**src/rtl/fifo_arb_pkg.sv**
```systemverilog
// Purpose: shared types and helpers for the FIFO write-port round-robin arbiter.
// Latency: n/a (types and a pure combinational helper only).
// Backpressure: n/a.
// Contents: arb_state_t (IDLE/BURST FSM encoding), next_index() wrapped increment.
package fifo_arb_pkg;

    typedef enum logic {
        IDLE  = 1'b0,
        BURST = 1'b1
    } arb_state_t;

    // Increment idx, wrapping from n-1 back to 0. Works for any n >= 1,
    // including non-power-of-2 producer counts.
    function automatic int next_index(input int idx, input int n);
        return (idx + 1 >= n) ? 0 : idx + 1;
    endfunction

endpackage

```
**src/rtl/rr_pick.sv**
```systemverilog
// Purpose: rotating-priority picker; first set request at or after base, wrapping.
// Latency: purely combinational.
// Backpressure: none; evaluates every cycle.
// Ports: req_i    - request vector, one bit per producer
//        base_i   - index with highest priority this evaluation
//        any_o    - at least one request bit is set
//        idx_o    - chosen index (0 when any_o=0)
module rr_pick #(
    parameter int NUM_REQ = 4
) (
    input  logic [NUM_REQ-1:0]         req_i,
    input  logic [$clog2(NUM_REQ)-1:0] base_i,
    output logic                       any_o,
    output logic [$clog2(NUM_REQ)-1:0] idx_o
);

    localparam int IW = $clog2(NUM_REQ);

    // Walk offsets from farthest to nearest so the nearest set bit
    // (smallest rotation distance from base) is the last one written.
    always_comb begin : pick
        int j;
        j     = 0;
        any_o = 1'b0;
        idx_o = '0;
        for (int k = NUM_REQ - 1; k >= 0; k--) begin
            j = int'(base_i) + k;
            if (j >= NUM_REQ) begin
                j = j - NUM_REQ;
            end
            if (req_i[IW'(j)]) begin
                any_o = 1'b1;
                idx_o = IW'(j);
            end
        end
    end

endmodule

```
**src/rtl/fifo_wr_arbiter.sv**
```systemverilog
// Purpose: round-robin arbiter sharing one FIFO write port among NUM_REQ producers.
// Latency: one IDLE cycle per grant for arbitration; data passes combinationally in BURST.
// Backpressure: fifo_full holds the grant (no transfer, stall=1, no re-arbitration).
// Ports: clk/rst (sync, active-low); req_valid/req_data/req_ready per-producer
//        handshake lanes; fifo_full/fifo_wr_en/fifo_data_in FIFO write side;
//        grant_active/grant_id/stall grant status.
module fifo_wr_arbiter
    import fifo_arb_pkg::*;
#(
    parameter int WIDTH     = 8,
    parameter int NUM_REQ   = 4,
    parameter int BURST_MAX = 4
) (
    input  logic                       clk,
    input  logic                       rst,
    input  logic [NUM_REQ-1:0]         req_valid,
    input  logic [NUM_REQ*WIDTH-1:0]   req_data,
    output logic [NUM_REQ-1:0]         req_ready,
    input  logic                       fifo_full,
    output logic                       fifo_wr_en,
    output logic [WIDTH-1:0]           fifo_data_in,
    output logic                       grant_active,
    output logic [$clog2(NUM_REQ)-1:0] grant_id,
    output logic                       stall
);

    localparam int IDW  = $clog2(NUM_REQ);
    localparam int CNTW = $clog2(BURST_MAX + 1);

    arb_state_t      state_q, state_d;
    logic [IDW-1:0]  grant_id_q, grant_id_d;
    logic [CNTW-1:0] burst_cnt_q, burst_cnt_d;
    logic [IDW-1:0]  rr_ptr_q, rr_ptr_d;

    logic            pick_any;
    logic [IDW-1:0]  pick_idx;
    logic            in_burst;
    logic            gnt_vld;
    logic            xfer;
    logic            last_word;
    logic [WIDTH-1:0] lane [NUM_REQ];

    for (genvar i = 0; i < NUM_REQ; i++) begin : g_lane
        assign lane[i] = req_data[i*WIDTH +: WIDTH];
    end

    rr_pick #(
        .NUM_REQ (NUM_REQ)
    ) u_pick (
        .req_i  (req_valid),
        .base_i (rr_ptr_q),
        .any_o  (pick_any),
        .idx_o  (pick_idx)
    );

    assign in_burst  = (state_q == BURST);
    assign gnt_vld   = req_valid[grant_id_q];
    // Writes are also gated by rst so a word presented in the reset cycle
    // is never committed to the FIFO.
    assign xfer      = in_burst && gnt_vld && !fifo_full && rst;
    assign last_word = (burst_cnt_q == CNTW'(BURST_MAX - 1));

    always_ff @(posedge clk) begin
        if (!rst) begin
            state_q     <= IDLE;
            grant_id_q  <= '0;
            burst_cnt_q <= '0;
            rr_ptr_q    <= '0;
        end else begin
            state_q     <= state_d;
            grant_id_q  <= grant_id_d;
            burst_cnt_q <= burst_cnt_d;
            rr_ptr_q    <= rr_ptr_d;
        end
    end

    always_comb begin
        state_d     = state_q;
        grant_id_d  = grant_id_q;
        burst_cnt_d = burst_cnt_q;
        rr_ptr_d    = rr_ptr_q;
        case (state_q)
            IDLE: begin
                if (pick_any) begin
                    grant_id_d  = pick_idx;
                    burst_cnt_d = '0;
                    state_d     = BURST;
                end
            end
            BURST: begin
                // Leaving on a dropped valid covers both a finished producer
                // and one that withdrew an unaccepted word.
                if (!gnt_vld || (xfer && last_word)) begin
                    state_d     = IDLE;
                    burst_cnt_d = '0;
                    rr_ptr_d    = IDW'(next_index(int'(grant_id_q), NUM_REQ));
                end else if (xfer) begin
                    burst_cnt_d = burst_cnt_q + CNTW'(1);
                end
            end
            default: state_d = IDLE;
        endcase
    end

    always_comb begin
        req_ready = '0;
        if (in_burst && !fifo_full && rst) begin
            req_ready[grant_id_q] = 1'b1;
        end
    end

    assign fifo_wr_en   = xfer;
    assign fifo_data_in = lane[grant_id_q];
    assign grant_active = in_burst;
    assign grant_id     = grant_id_q;
    assign stall        = in_burst && gnt_vld && fifo_full;

endmodule

```
**config.mk**
```make
export PLATFORM = sky130hd
export DESIGN_NAME = fifo_wr_arbiter
export DESIGN_NICKNAME = d
export VERILOG_FILES = /design/src/rtl/fifo_arb_pkg.sv /design/src/rtl/rr_pick.sv /design/src/rtl/fifo_wr_arbiter.sv
export SDC_FILE = /design/constraint.sdc
export NUM_CORES = 1
export LEC_CHECK = 0
export CAP_MARGIN = 10
export CORE_MARGIN = 5
export CORE_UTILIZATION = 37
export CTS_BUF_LIST = sky130_fd_sc_hd__clkbuf_4
export DETAILED_ROUTE_END_ITERATION = 16
export HOLD_SLACK_MARGIN = 0.08
export PLACE_DENSITY = 0.91
export SLEW_MARGIN = 40
export SYNTH_ARGS = -nofsm -noshare
export SYNTH_HDL_FRONTEND = slang
export SYNTH_SLANG_ARGS = --single-unit
```
**constraint.sdc**
```tcl
create_clock -name clk -period 3.6 [get_ports clk]
set_clock_uncertainty 0.1 [all_clocks]
set_input_delay 0.72 -clock clk [delete_from_list [all_inputs] [get_ports clk]]
set_output_delay 0.72 -clock clk [all_outputs]
set_load 0.005 [all_outputs]
```
### Word level (Yosys, flattened, before mapping)

Index checks and enable logic that the tools add are counted.

| cells by class | value |
|---|---|
| add/subtract/negate cells | 9 |
| bitwise operators | 2 |
| reduce and logical (&&, ||, !) cells | 14 |
| eq/ne operators | 3 |
| mux-type cells | 40 |
| magnitude comparators | 12 |

Operators with widths:

| cell | count |
|---|---|
| $mux 2 | 9 |
| $bmux 8 s2 | 1 |
| $lt 2x4->1 const B | 4 |
| $mux 1 | 16 |
| $mux 8 | 2 |
| $ge 3x3->1 const B | 5 |
| $bmux 1 s2 | 5 |
| $mux 3 | 3 |
| $logic_and 1x1->1 | 8 |
| $sub 2x1->2 const B | 4 |
| $add 2x1->3 const B | 2 |
| $add 2x2->3 const B | 2 |
| $pmux 3 s2 | 1 |
| $reduce_and 2->1 | 3 |
| $mux 4 | 1 |
| $add 3x1->3 const B | 1 |
| $eq 3x2->1 const B | 1 |
| $ge 2x3->1 const B | 1 |
| $lt 2x3->1 const B | 1 |
| $ne 3x1->1 const B | 1 |
| $not 2->3 | 1 |
| $demux 1 s2 | 1 |
| $ge 2x1->1 const B | 1 |
| $logic_not 1->1 | 2 |
| other kinds (4) | 4 |

| storage, ports and cells | value |
|---|---|
| output and inout port bits | 17 |
| logic and storage cells | 84 |
| register bits | 8 |

### Longest topological paths before layout

Gate-level depths: netlist (run 1).

| depth | value |
|---|---|
| depth in word-level cells | 12 |
| mapped depth | 5 |
| gate-level depth less buffers | 5 |

### By module

From an unflattened synthesis (run 1), not the netlist that was laid out.

| second synthesis, totals | value |
|---|---|
| cell total of the unflattened synthesis | 83 |
| area, all modules | 807.0 sq um |

By module, submodules not included:

| module | area each (sq um) | cells an instance | instances | seq. area each (sq um) |
|---|---|---|---|---|
| fifo_wr_arbiter | 729.4 | 70 | 1 | 160.2 |
| rr_pick | 77.6 | 13 | 1 | 0.0 |

### Least setup slack after synthesis (run 1)

No wires, ideal clock.

| timing path | value |
|---|---|
| path type | input-to-output |
| start point | in req_valid[3] |
| end point | out stall |
| stages on the path | 2 |
| arrival | 1.382 ns |
| data required time | 2.780 ns |
| path buffers | 0 |
| setup slack | 1.398 ns |
| cells stage by stage | mux4_2 -> and3_4 |

| between the ends | value |
|---|---|
| word-level cells in the longest chain between the ends | 4 |

Ends and longest elaborated chain:

| element | line | RTL |
|---|---|---|
| start: declaration | fifo_wr_arbiter.sv:16 | `input logic [NUM_REQ-1:0] req_valid,` |
| $bmux 1 s2 | fifo_wr_arbiter.sv:57 | `assign gnt_vld = req_valid[grant_id_q];` |
| $mux 1 (implied by the code) | fifo_wr_arbiter.sv:57 |  |
| $logic_and 1x1->1 (2 in a row) | fifo_wr_arbiter.sv:116 | `assign stall = in_burst && gnt_vld && fifo_full;` |
| end: declaration | fifo_wr_arbiter.sv:24 | `output logic stall` |

Every way passes these cells. The select of a mux whose other input is x is not followed.

### Final worst setup path (run 1)

| timing path | value |
|---|---|
| start point | in req_valid[0] |
| end point | out stall |

The elaborated chain is that of the path after synthesis.

==> results of run 1 <==
[cell families (layout without fill, tap and decap cells)]
kind of cell / after synthesis / count (layout) / share of synthesized area [%]
and+or+nand+nor: 23 / 23 / 17.1
buffers and inverters: 9 / 66 / 4.79
AOI/OAI and AO/OA: 13 / 13 / 12.6
muxes: 13 / 13 / 33.3
DFF: 8 / 8 / 21.9
adders and majority gates: 6 / 6 / 10.3
[area by class of cell]
type,instances,share of cell area [%]
repair buffers,57,42.2
multi-input cells,55,40.0
flip-flops and latches,8,11.9
well taps,27,2.52
clock buffers,3,1.68
inverters,6,1.68
[registers in the layout, indices dropped and copies added, names as in the netlist]
name and flops:
burst_cnt_q 3, grant_active 1, grant_id 2, rr_ptr_q 2
[worst min path at each step]
| stage | start | end | slack (ns) | depth (start not counted) |
|---|---|---|---|---|
| floorplan | burst_cnt_q[2] | burst_cnt_q[2] | 0.34 | 1 |
| global placement | burst_cnt_q[2] | burst_cnt_q[2] | 0.36 | 1 |
| detailed placement | burst_cnt_q[2] | burst_cnt_q[2] | 0.36 | 1 |
| CTS | burst_cnt_q[2] | burst_cnt_q[2] | 0.38 | 1 |
| global route | rr_ptr_q[0] | rr_ptr_q[0] | 0.41 | 2 |
| finish | burst_cnt_q[2] | burst_cnt_q[2] | 0.38 | 1 |
[synthesized netlist by cell type, drive strengths merged]
master / instances / area (um2)
a21boi: 2 / 15.0
ha: 6 / 75.1
nor4: 1 / 6.26
and2: 4 / 25.0
mux2: 1 / 11.3
mux2i: 3 / 30.0
inv: 6 / 22.5
or2: 1 / 6.26
nor2b: 3 / 18.8
and3b: 1 / 8.76
nand2: 7 / 26.3
mux4: 9 / 203
a21oi: 4 / 20.0
and3: 1 / 11.3
nand3: 1 / 5.00
nor2: 3 / 11.3
o21a: 2 / 15.0
o221ai: 2 / 17.5
dfxtp: 8 / 160
buf: 1 / 5.00
clkbuf: 2 / 7.51
nand2b: 1 / 6.26
o31ai: 1 / 7.51
a22o: 2 / 17.5
[metrics by stage]
| stage | power [W] | cell area, um2 | instances | util (%) |
|---|---|---|---|---|
| floorplan | 0.000156 | 732 | 72 | - |
| global placement | 0.000236 | 1320 | 153 | 68.6 |
| detailed placement | 0.000241 | 1320 | 153 | 68.6 |
| CTS | 0.000310 | 1340 | 156 | 69.8 |
| global route | 0.000327 | 1340 | 156 | 69.8 |
| finish | 0.000304 | 1340 | 156 | 69.8 |
[metal layers]
layer / vias to the layer above / part of all wire [%] / wire, um / track usage [%]
met1: 382 / 36 / 896 / 16.1
met4: 0 / 1.7 / 42 / 7.47
met3: 6 / 15 / 370 / 6.54
met5: - / 0 / 0 / 0
met2: 54 / 48 / 1210 / 31.5
li1: 381 / - / - / -
[power by group through the flow]
stage                      Clock, W  Sequential, W  Combinational (W)
after floorplan                   0       0.000101          0.0000544
after global placement            0       0.000104           0.000133
after detailed placement          0       0.000104           0.000137
after CTS                 0.0000707       0.000102           0.000138
after global routing      0.0000766       0.000103           0.000148
final                     0.0000665       0.000102           0.000136
==> run_results.csv, run 1 <==
group,metric,value,unit
run_status,status,"finished, final reports clean",
setup_path,cp_data_arrival_time,2.41,ns
setup_path,critPathSlowestCell,"mux4_2",
finish,multi_input_comb_area,537,um2
finish,nets,176,
power_and_ir_drop,p_leak,0.514,nW
grt,grt-ovfl-total,0,
floorplanning,die_w,54.5,um
setup_path,worstReg2RegEnd,"burst_cnt_q[0]",
power_and_ir_drop,swShare,25.4,%
clock_network,clk_latency,0.24,ns
clock_network,cts_setup_buffers,0,
setup_path,worst-setup-path-type,"in -> out",
setup_path,critPathMostFrequentCell,"clkdlybuf4s50_1",
setup_path,crit_required,2.78,ns
clock_network,clockBufferDepth,2,
logic_synthesis,syn_inst,72,
grt,antenna_found_initial,0,
sta,fmax,310,MHz
logic_synthesis,synth-seq-cells,8,
detailed_routing,vias,823,
clock_network,clk_pin_slew_worst_paths,0.05,ns
power_and_ir_drop,internal-power,0.000227,W
placed_design,port_buffers,55,
power_and_ir_drop,power.switching,0.0000773,W
detailed_routing,remaining_drc_errors,0,
setup_path,crit_family,"buffers and inverters",
sta,report.final.slew_viol_count,0,
detailed_routing,avgViaCountPerCell,5.28,
logic_synthesis,ys_seq_area_share,21.9,%
grt,grt_usage,16.9,%
power_and_ir_drop,p_comb_share,44.6,%
setup_path,timing.critical_path.buf_inv,2,
sta,whs,0.375,ns
sta,tns,0,ns
finish,regArea,160,um2
setup_path,crit-reg2reg-launch,"grant_id[1]",
grt,grt_pass1_vias,790,
grt,grt_max_degree,15,
power_and_ir_drop,powerDensity,227,mW/mm2
detailed_routing,wl_per_cell,16.2,um
floorplanning,initial_core_util,38.1,%
sta,setup_slack,0.374,ns
placed_design,dp_worst_setup_slack,0.376,ns
sta,fin_crit_sh,89.6,%
sta,setup-violations-final,0,
floorplanning,pin_count,56,
floorplanning,rows,16,
logic_synthesis,synth_cell_type_count,24,
clock_network,numCtsBuffers,3,
setup_path,rr_worst_depth,4,
logic_synthesis,syn-num-nets,117,
finish,final_common_cell,"clkdlybuf4s50_1",
logic_synthesis,postSynthAreaPerCell,10.2,um2
sta,slew_headroom,63.0,%
setup_path,cp-end-kind,"primary output",
finish,drive_gt1_share,13.2,%
setup_path,critPathLaunchType,"input pin",
clock_network,cts_root_buf,"clkbuf_4",
setup_path,max_stage_delay,0.54,ns
sta,period_minus_slack,3.23,ns
setup_path,crit_path_max_fanout,6,
setup_path,crit_end,"stall",
sta,hold_viol_final,0,
clock_network,ctsHoldBuffers,0,
finish,diodes,0,
power_and_ir_drop,power_frac_seq,33.5,%
power_and_ir_drop,clkPwrFrac,21.9,%
placed_design,dp_hpwl,2210,um
floorplanning,die_area,0.00297,mm2
run,maxCapViolCount,0,
floorplanning,core,0.00192,mm2
finish,num-fill-cells,156,
clock_network,htree_levels,1,
grt,grt_pass1_wl,3550,um
detailed_routing,drtIter0Drc,6,
worst_hold_path,hp-class,"reg -> reg",
setup_path,r2r_setup_slack,1.62,ns
finish,final_cell_mix,"clkdlybuf4s50_1 (55), mux4_2 (9), dfxtp_1 (8), nand2_1 (7)",
logic_synthesis,ys.warnings.count,0,
clock_network,cts_tree,"done",
sta,rsz0062_at_grt,"no",
finish,syn_to_final_growth,83.2,%
power_and_ir_drop,ir_worst_vdd,183,uV
clock_network,cts_resized,0,
logic_synthesis,netlist_area,732,um2
clock_network,clkSinkCount,8,
setup_path,cp_num_cells,4,
detailed_routing,wirelength,2520,um
placed_design,place.gp.congestion,0.686,
setup_path,crit_chain,"clkdlybuf4s50_1, mux4_2, and3_4, clkdlybuf4s50_1",
setup_path,crit_start,"req_valid[0]",
sta,tightest_slew,0.554,ns
detailed_routing,first_pass_iters,4,
floorplanning,fp.dieH,54.5,um
detailed_routing,postRouteAntennaNets,0,
Note: power is estimated with default switching activity, not from simulation.
==> run 2: changes to the inputs <==
Settings changed: SLEW_MARGIN 40 to 15.
==> results of run 2 <==
No change in the layout: final DEF, timing and power equal those of run 1.
